File: src/rtl/clk_meter_pkg.sv
// ---------------------------------------------------------------------------
// clk_meter_pkg
// Shared types and constants for clock_ratio_meter and its front end.
//   state_t              : measurement FSM states (IDLE, MEASURE)
//   DEFAULT_CNT_W        : default width of the period/high-time counters
//   DEFAULT_SYNC_STAGES  : default synchronizer depth on the measured input
//   AVG_DEPTH            : number of raw periods averaged when averaging is built in
// ---------------------------------------------------------------------------
package clk_meter_pkg;

    typedef enum logic {
        IDLE    = 1'b0,
        MEASURE = 1'b1
    } state_t;

    localparam int DEFAULT_CNT_W       = 16;
    localparam int DEFAULT_SYNC_STAGES = 2;
    localparam int AVG_DEPTH           = 4;

endpackage

File: src/rtl/sync_edge_detect.sv
// ---------------------------------------------------------------------------
// sync_edge_detect
// Brings an asynchronous slow clock into the clk_in domain and flags its
// rising edges.
//   clk_in  in   system clock, rising edge
//   rst     in   synchronous active-high reset, clears the whole chain
//   sig_in  in   asynchronous input
//   level   out  synchronized copy of sig_in (SYNC_STAGES cycles late)
//   rise    out  one-cycle pulse on a 0->1 transition of level
// SYNC_STAGES must be 2 or 3.
// ---------------------------------------------------------------------------
module sync_edge_detect #(
    parameter int SYNC_STAGES = 2
) (
    input  logic clk_in,
    input  logic rst,
    input  logic sig_in,
    output logic level,
    output logic rise
);

    logic [SYNC_STAGES-1:0] sync;
    logic                   prev;

    always_ff @(posedge clk_in) begin
        // NOTE: clocked state uses non-blocking assignments so every flop
        // samples the pre-edge value of its neighbour; blocking here would
        // collapse the synchronizer chain into a single stage.
        if (rst) begin
            sync <= '0;
            prev <= 1'b0;
        end else begin
            sync <= {sync[SYNC_STAGES-2:0], sig_in};
            prev <= sync[SYNC_STAGES-1];
        end
    end

    assign level = sync[SYNC_STAGES-1];
    assign rise  = level & ~prev;

endmodule

File: src/rtl/clock_ratio_meter.sv
// ---------------------------------------------------------------------------
// clock_ratio_meter
// Measures period and high time of a slow input clock in clk_in cycles.
//   clk_in     in   system clock, rising edge
//   rst        in   synchronous active-high reset
//   en         in   measurement enable; low returns the meter to IDLE
//   sig_in     in   asynchronous slow clock under measurement
//   period     out  clk_in cycles between the last two rising edges of sig_in
//   high_time  out  clk_in cycles sig_in was high within that period
//   valid      out  one-cycle pulse when period/high_time update
//   locked     out  last two measured raw periods were equal
//   timeout    out  counter saturated in MEASURE without a rising edge
// Build option CLK_METER_AVG_EN: period becomes the truncated mean of the
// last AVG_DEPTH raw periods and valid is held off until AVG_DEPTH
// measurements have completed since IDLE. high_time and locked stay raw.
// ---------------------------------------------------------------------------
module clock_ratio_meter
    import clk_meter_pkg::*;
#(
    parameter int CNT_W       = DEFAULT_CNT_W,
    parameter int SYNC_STAGES = DEFAULT_SYNC_STAGES
) (
    input  logic             clk_in,
    input  logic             rst,
    input  logic             en,
    input  logic             sig_in,
    output logic [CNT_W-1:0] period,
    output logic [CNT_W-1:0] high_time,
    output logic             valid,
    output logic             locked,
    output logic             timeout
);

    localparam logic [CNT_W-1:0] CNT_MAX = '1;
    localparam logic [CNT_W-1:0] CNT_ONE = {{(CNT_W-1){1'b0}}, 1'b1};

    logic             level;
    logic             rise;
    state_t           state, state_next;
    logic             done;        // rising edge closes a measurement
    logic             sat;         // counter saturated, give up on this input
    logic             report;      // completed measurement is published
    logic [CNT_W-1:0] cnt;
    logic [CNT_W-1:0] hcnt;
    logic [CNT_W-1:0] last_raw;
    logic             have_prev;
    logic [CNT_W-1:0] period_next;

    sync_edge_detect #(
        .SYNC_STAGES (SYNC_STAGES)
    ) u_sync (
        .clk_in (clk_in),
        .rst    (rst),
        .sig_in (sig_in),
        .level  (level),
        .rise   (rise)
    );

    always_ff @(posedge clk_in) begin
        if (rst) state <= IDLE;
        else     state <= state_next;
    end

    always_comb begin
        // NOTE: every signal driven here gets a default first, so no path
        // through the case can leave one unassigned and infer a latch.
        state_next = state;
        done       = 1'b0;
        sat        = 1'b0;
        case (state)
            IDLE: begin
                if (en && rise) state_next = MEASURE;
            end
            MEASURE: begin
                // en beats rise, and rise beats saturation.
                if (!en) begin
                    state_next = IDLE;
                end else if (rise) begin
                    done = 1'b1;
                end else if (cnt == CNT_MAX) begin
                    sat        = 1'b1;
                    state_next = IDLE;
                end
            end
            default: state_next = IDLE;
        endcase
    end

    // The cycle that sees the edge is counted as the first cycle of the new
    // period, hence the restart value of one.
    always_ff @(posedge clk_in) begin
        if (rst || state_next == IDLE) begin
            cnt  <= '0;
            hcnt <= '0;
        end else if (state == IDLE || done) begin
            cnt  <= CNT_ONE;
            hcnt <= CNT_ONE;
        end else begin
            cnt  <= cnt + CNT_ONE;
            hcnt <= hcnt + {{(CNT_W-1){1'b0}}, level};
        end
    end

    // Previous raw period for lock detection; forgotten whenever the meter
    // drops back to IDLE so the first result after IDLE never claims lock.
    always_ff @(posedge clk_in) begin
        if (rst || state_next == IDLE) begin
            have_prev <= 1'b0;
            last_raw  <= '0;
        end else if (done) begin
            have_prev <= 1'b1;
            last_raw  <= cnt;
        end
    end

`ifdef CLK_METER_AVG_EN
    localparam int SUM_W = CNT_W + 2;
    localparam int N_W   = $clog2(AVG_DEPTH);
    localparam logic [N_W-1:0] N_FULL = N_W'(AVG_DEPTH - 1);

    logic [CNT_W-1:0] hist [AVG_DEPTH];
    logic [SUM_W-1:0] sum;
    logic [SUM_W-1:0] sum_next;
    logic [N_W-1:0]   n_meas;

    // Running sum: add the newest raw period, drop the one shifted out.
    assign sum_next    = sum + SUM_W'(cnt) - SUM_W'(hist[AVG_DEPTH-1]);
    assign period_next = CNT_W'(sum_next >> N_W);
    assign report      = done && (n_meas == N_FULL);

    always_ff @(posedge clk_in) begin
        // NOTE: the history is only four words and the running sum relies on
        // it starting at zero, so it is cleared like any other register
        // rather than left as an unreset memory.
        if (rst || state_next == IDLE) begin
            for (int i = 0; i < AVG_DEPTH; i++) hist[i] <= '0;
            sum    <= '0;
            n_meas <= '0;
        end else if (done) begin
            hist[0] <= cnt;
            for (int i = 1; i < AVG_DEPTH; i++) hist[i] <= hist[i-1];
            sum <= sum_next;
            if (n_meas != N_FULL) n_meas <= n_meas + 1'b1;
        end
    end
`else
    assign period_next = cnt;
    assign report      = done;
`endif

    always_ff @(posedge clk_in) begin
        if (rst) begin
            period    <= '0;
            high_time <= '0;
            valid     <= 1'b0;
            locked    <= 1'b0;
            timeout   <= 1'b0;
        end else begin
            valid <= report;
            if (report) begin
                period    <= period_next;
                high_time <= hcnt;
                locked    <= have_prev && (cnt == last_raw);
                timeout   <= 1'b0;
            end else if (sat) begin
                timeout <= 1'b1;
                locked  <= 1'b0;
            end else if (!en) begin
                locked <= 1'b0;
            end
        end
    end

endmodule

File: config.mk
export PLATFORM = sky130hd
export DESIGN_NAME = clock_ratio_meter
export DESIGN_NICKNAME = d
export VERILOG_FILES = /design/src/rtl/clk_meter_pkg.sv /design/src/rtl/sync_edge_detect.sv /design/src/rtl/clock_ratio_meter.sv
export SDC_FILE = /design/constraint.sdc
export NUM_CORES = 1
export LEC_CHECK = 0
export BUFFER_PORTS_ARGS = -buffer_cell sky130_fd_sc_hd__buf_2
export CAP_MARGIN = 20
export CORE_ASPECT_RATIO = 1.2
export CORE_MARGIN = 2
export CORE_UTILIZATION = 27
export DETAILED_ROUTE_END_ITERATION = 7
export PLACE_DENSITY = 0.55
export RECOVER_POWER = 50
export SYNTH_ARGS = -nofsm -noshare
export SYNTH_HDL_FRONTEND = slang
export SYNTH_SLANG_ARGS = --single-unit
File: constraint.sdc
create_clock -name clk_in -period 4.1 [get_ports clk_in]
set_clock_uncertainty 0.2 [all_clocks]
set_input_delay 0.82 -clock clk_in [delete_from_list [all_inputs] [get_ports clk_in]]
set_output_delay 0.82 -clock clk_in [all_outputs]
set_load 0.005 [all_outputs]
==> metrics.log <==
[metrics] result of the run: finished clean
[metrics] count of flip-flops with a built-in enable after synthesis: 0
[metrics] area grow syn2layout: 12.5%
[metrics] via count: 2,747
[metrics] final weighted congestion in routability-driven placement: 0.815
[metrics] clock-pin slew reported for the worst setup and hold paths after clock tree synthesis: 60 ps
[metrics] number of I/O port buffers: 38
[metrics] leakage power: 1.27 nW
[metrics] Critical Setup Path Class: flip-flop to flip-flop
[metrics] slowest stage cell, crit path: nor4_1
[metrics] Distinct cells, synth: 38
[metrics] number of nets in the layout: 437
[metrics] Final Cycle Share: 76.5%
[metrics] number of maximum-capacitance constraint violations: 0
[metrics] end of the worst register-to-register path: hcnt[10]$_SDFF_PP0_
[metrics] initial core utilization: 27.7%
[metrics] count of yosys warnings during synthesis: 0
[metrics] number of DRC violations after detailed-routing iteration 0: 101
[metrics] clock tree root buffer cell: clkbuf_16
[metrics] largest fanout on the critical path: 30
[metrics] worst-margin pin slew: 905 ps
[metrics] combinational family with the most area after synthesis: simple AND/OR/NAND/NOR gates
[metrics] share of post-route cells with drive strength above 1: 15.2%
[metrics] Clock H-tree levels: 3
[metrics] setup violation total in the final timing report: 0
[metrics] Die ar.: 15,100 sq um
[metrics] Total Routed Length: 7.78 mm
[metrics] part of the Yosys area used for sequential elements: 46.1%
[metrics] remaining number of nets flagged by the antenna check after routing: 0
[metrics] number of top-level pins: 39
[metrics] CTS tree: built
[metrics] number of placement rows: 47
[metrics] XOR/XNOR share of the synthesized area: 9.85%
[metrics] Hold Crit Class: flip-flop to flip-flop
[metrics] total global routing track utilization: 10.7%
[metrics] Resized cells post-CTS: 0
[metrics] reg2reg setup slack: 960 ps
[metrics] Slowest Stage Delay on Critical Path: 870 ps
[metrics] max-slew headroom at the worst pin: 39.1%
[metrics] total overflow reported by the global router: 0
[metrics] detailed placer's ending HPWL: 5.31 mm
[metrics] synthesized-area fraction occupied by ao, oa, aoi and oai cells: 9.26%
[metrics] met1 track demand over resource in global routing: 12.1%
[metrics] data arrival time of the worst path: 3130 ps
[metrics] IR drop worst, VDD: 0.240 mV
[metrics] number of antenna diodes: 0
[metrics] Residual DRC: 0
[metrics] launching point of the worst reg2reg path: cnt[0]$_SDFF_PP0_
[metrics] power density relative to cell area: 405 nW/um^2
[metrics] length in cells of the worst reg-to-reg path: 5
[metrics] final count of hold timing violations: 0
[metrics] adder and majority cell fraction of the synthesized area: 0.982%
[metrics] multiplexer share of the synthesized area: 0%
[metrics] syn_nets: 415
[metrics] fraction of registers with async set or reset after synthesis: 0%
[metrics] Floorplan Core Area: 13,800 sq um
[metrics] layer carrying the most global-route usage: met2
[metrics] post-CTS setup-driven buffer insertion count: 0
[metrics] post-layout min period: 3140 ps
[metrics] first-pass GRT wire length: 13.0 mm
[metrics] CP required: 4090 ps
[metrics] detail-routed via count per cell: 4.53
[metrics] capturing element type of the critical path: flip-flop
[metrics] predominant post-synthesis flop cell: dfxtp_1
[metrics] die width: 113 um
[metrics] fmax: 319 MHz
[metrics] later-pin clock latency in the skew report: 330 ps
[metrics] Synth Cell Area: 3820 sq um
[metrics] met2 usage in global routing: 19.1%
[metrics] Avg WL per Cell: 12.8 um
[metrics] number of buffers inserted for hold repair after clock tree synthesis: 0
[metrics] initial antenna violation count: 0
[metrics] cell count after synthesis: 408
[metrics] sinks on the clock net: 88
[metrics] cell chain of the critical path: ha_1, nand3_1, nor4_1, or4_4, nor2_4
[metrics] number of global-route vias before repair: 2,661
[metrics] startpoint type of the worst setup path: flip-flop
[metrics] first drt pass iteration count: 4
[metrics] final cell utilization of the core: 31.1%
[metrics] number of synthesized register bits: 88
[metrics] simple logic cell fraction of the synthesized area: 27.8%
[metrics] final total negative setup slack: 0 ps
[metrics] grt met3 use: 2.62%
[metrics] maximum number of pins on one net before global-route repair: 61
[metrics] die height: 134 um
[metrics] timing startpoint of the critical path: cnt[0]$_SDFF_PP0_
[metrics] unrepaired setup endpoints after global routing: no
[metrics] maximum clock path buffer count: 2
[metrics] Inserted Clock Buffers: 9
[metrics] Avg Synthesized Cell Area: 9.37 sq um
[metrics] Critical path destination: hcnt[10]$_SDFF_PP0_
[metrics] Slew Viols, Final: 0
## where the power goes
| group | total [W] | leakage (nW) | internal [W] | switching [W] |
|---|---|---|---|---|
| combinational | 0.0000202 | 0.415 | 0.00000394 | 0.0000163 |
| sequential | 0.000858 | 0.709 | 0.000857 | 0.00000126 |
| clock | 0.000862 | 0.150 | 0.000534 | 0.000328 |
## worst max-delay path, delay by kind of cell (launching register included)
family / cells / cell delay, ps
fa+ha+maj: 1 / 240
flops: 1 / 470
simple gates: 4 / 2060
## per-layer routing
metal	up-vias	wire length, um
met3	11	234
met1	1279	3490
met2	46	3900
met4	0	147
li1	1411	-
met5	-	0
## cell usage in the layout (no fill, tap or decap), types with 3 or more instances in the layout
cell type / netlist / routed
nand2_1: 90 / 90
dfxtp_1: 88 / 88
xnor2_1: 37 / 37
a21oi_1: 33 / 33
nor2_4: 27 / 27
clkbuf_1: 9 / 25
buf_2: 13 / 18
a211oi_1: 17 / 17
nand3_1: 11 / 12
nand4_1: 9 / 9
nor3_1: 9 / 9
nor2_1: 9 / 9
clkbuf_16: 0 / 9
nor4_1: 5 / 6
inv_1: 6 / 6
xor2_1: 6 / 6
nor2b_1: 4 / 4
and4_1: 3 / 3
ha_1: 3 / 3
## state kept, by name (all words and copies together), names as in the netlist
signal       cells
cnt             16
have_prev        1
hcnt            16
high_time       16
last_raw        16
locked           1
period          16
state            1
timeout          1
u_sync.prev      1
u_sync.sync      2
valid            1
## cell type report
class | instances | area [sq um]
Clock buffer | 11 | 233
Clock inverter | 5 | 81.3
Fill cell | 1451 | 9520
Inverter | 6 | 22.5
Multi-Input combinational cell | 283 | 1800
Sequential cell | 88 | 1760
Tap cell | 171 | 214
Timing Repair Buffer | 42 | 184
## how the worst min path moves through the flow
stage | from | endpoint | slack (ps) | depth (start not counted)
floorplan | u_sync.sync[0]$_SDFF_PP0_ | u_sync.sync[1]$_SDFF_PP0_ | 210 | 1
global placement | u_sync.sync[0]$_SDFF_PP0_ | u_sync.sync[1]$_SDFF_PP0_ | 230 | 1
detailed placement | u_sync.sync[0]$_SDFF_PP0_ | u_sync.sync[1]$_SDFF_PP0_ | 230 | 1
CTS | u_sync.sync[0]$_SDFF_PP0_ | u_sync.sync[1]$_SDFF_PP0_ | 250 | 1
global route | u_sync.sync[0]$_SDFF_PP0_ | u_sync.sync[1]$_SDFF_PP0_ | 260 | 1
finish | u_sync.sync[0]$_SDFF_PP0_ | u_sync.sync[1]$_SDFF_PP0_ | 240 | 1
## cell usage after synthesis (all sizes together), types with 9 or more instances
cell | instances | share of area [%]
nand2 | 90 | 8.8
dfxtp | 88 | 46
nor2 | 38 | 9.2
xnor2 | 37 | 8.5
a21oi | 34 | 4.7
buf | 22 | 4.6
a211oi | 17 | 3.3
nand3 | 12 | 1.9
nand4 | 11 | 2.6
clkbuf | 9 | 0.88
nor3 | 9 | 1.2
## logic make-up after synthesis
family,count (synthesis)
simple gates,180
flops,88
xor+xnor,43
buf+inv,37
compound gates,57
fa+ha+maj,3
## per-stage QoR
stage	std cells	instance area (sq um)	hold slack, ps	setup slack, ps	total power [W]
after floorplan	408	3820	214	2000	0.000894
after global placement	590	4050	230	1490	0.000897
after detailed placement	590	4050	230	1410	0.000898
after CTS	606	4360	245	1520	0.00177
after global routing	606	4300	261	772	0.00181
final	606	4300	239	964	0.00174
No activity file was read; power rests on OpenSTA's default activity.
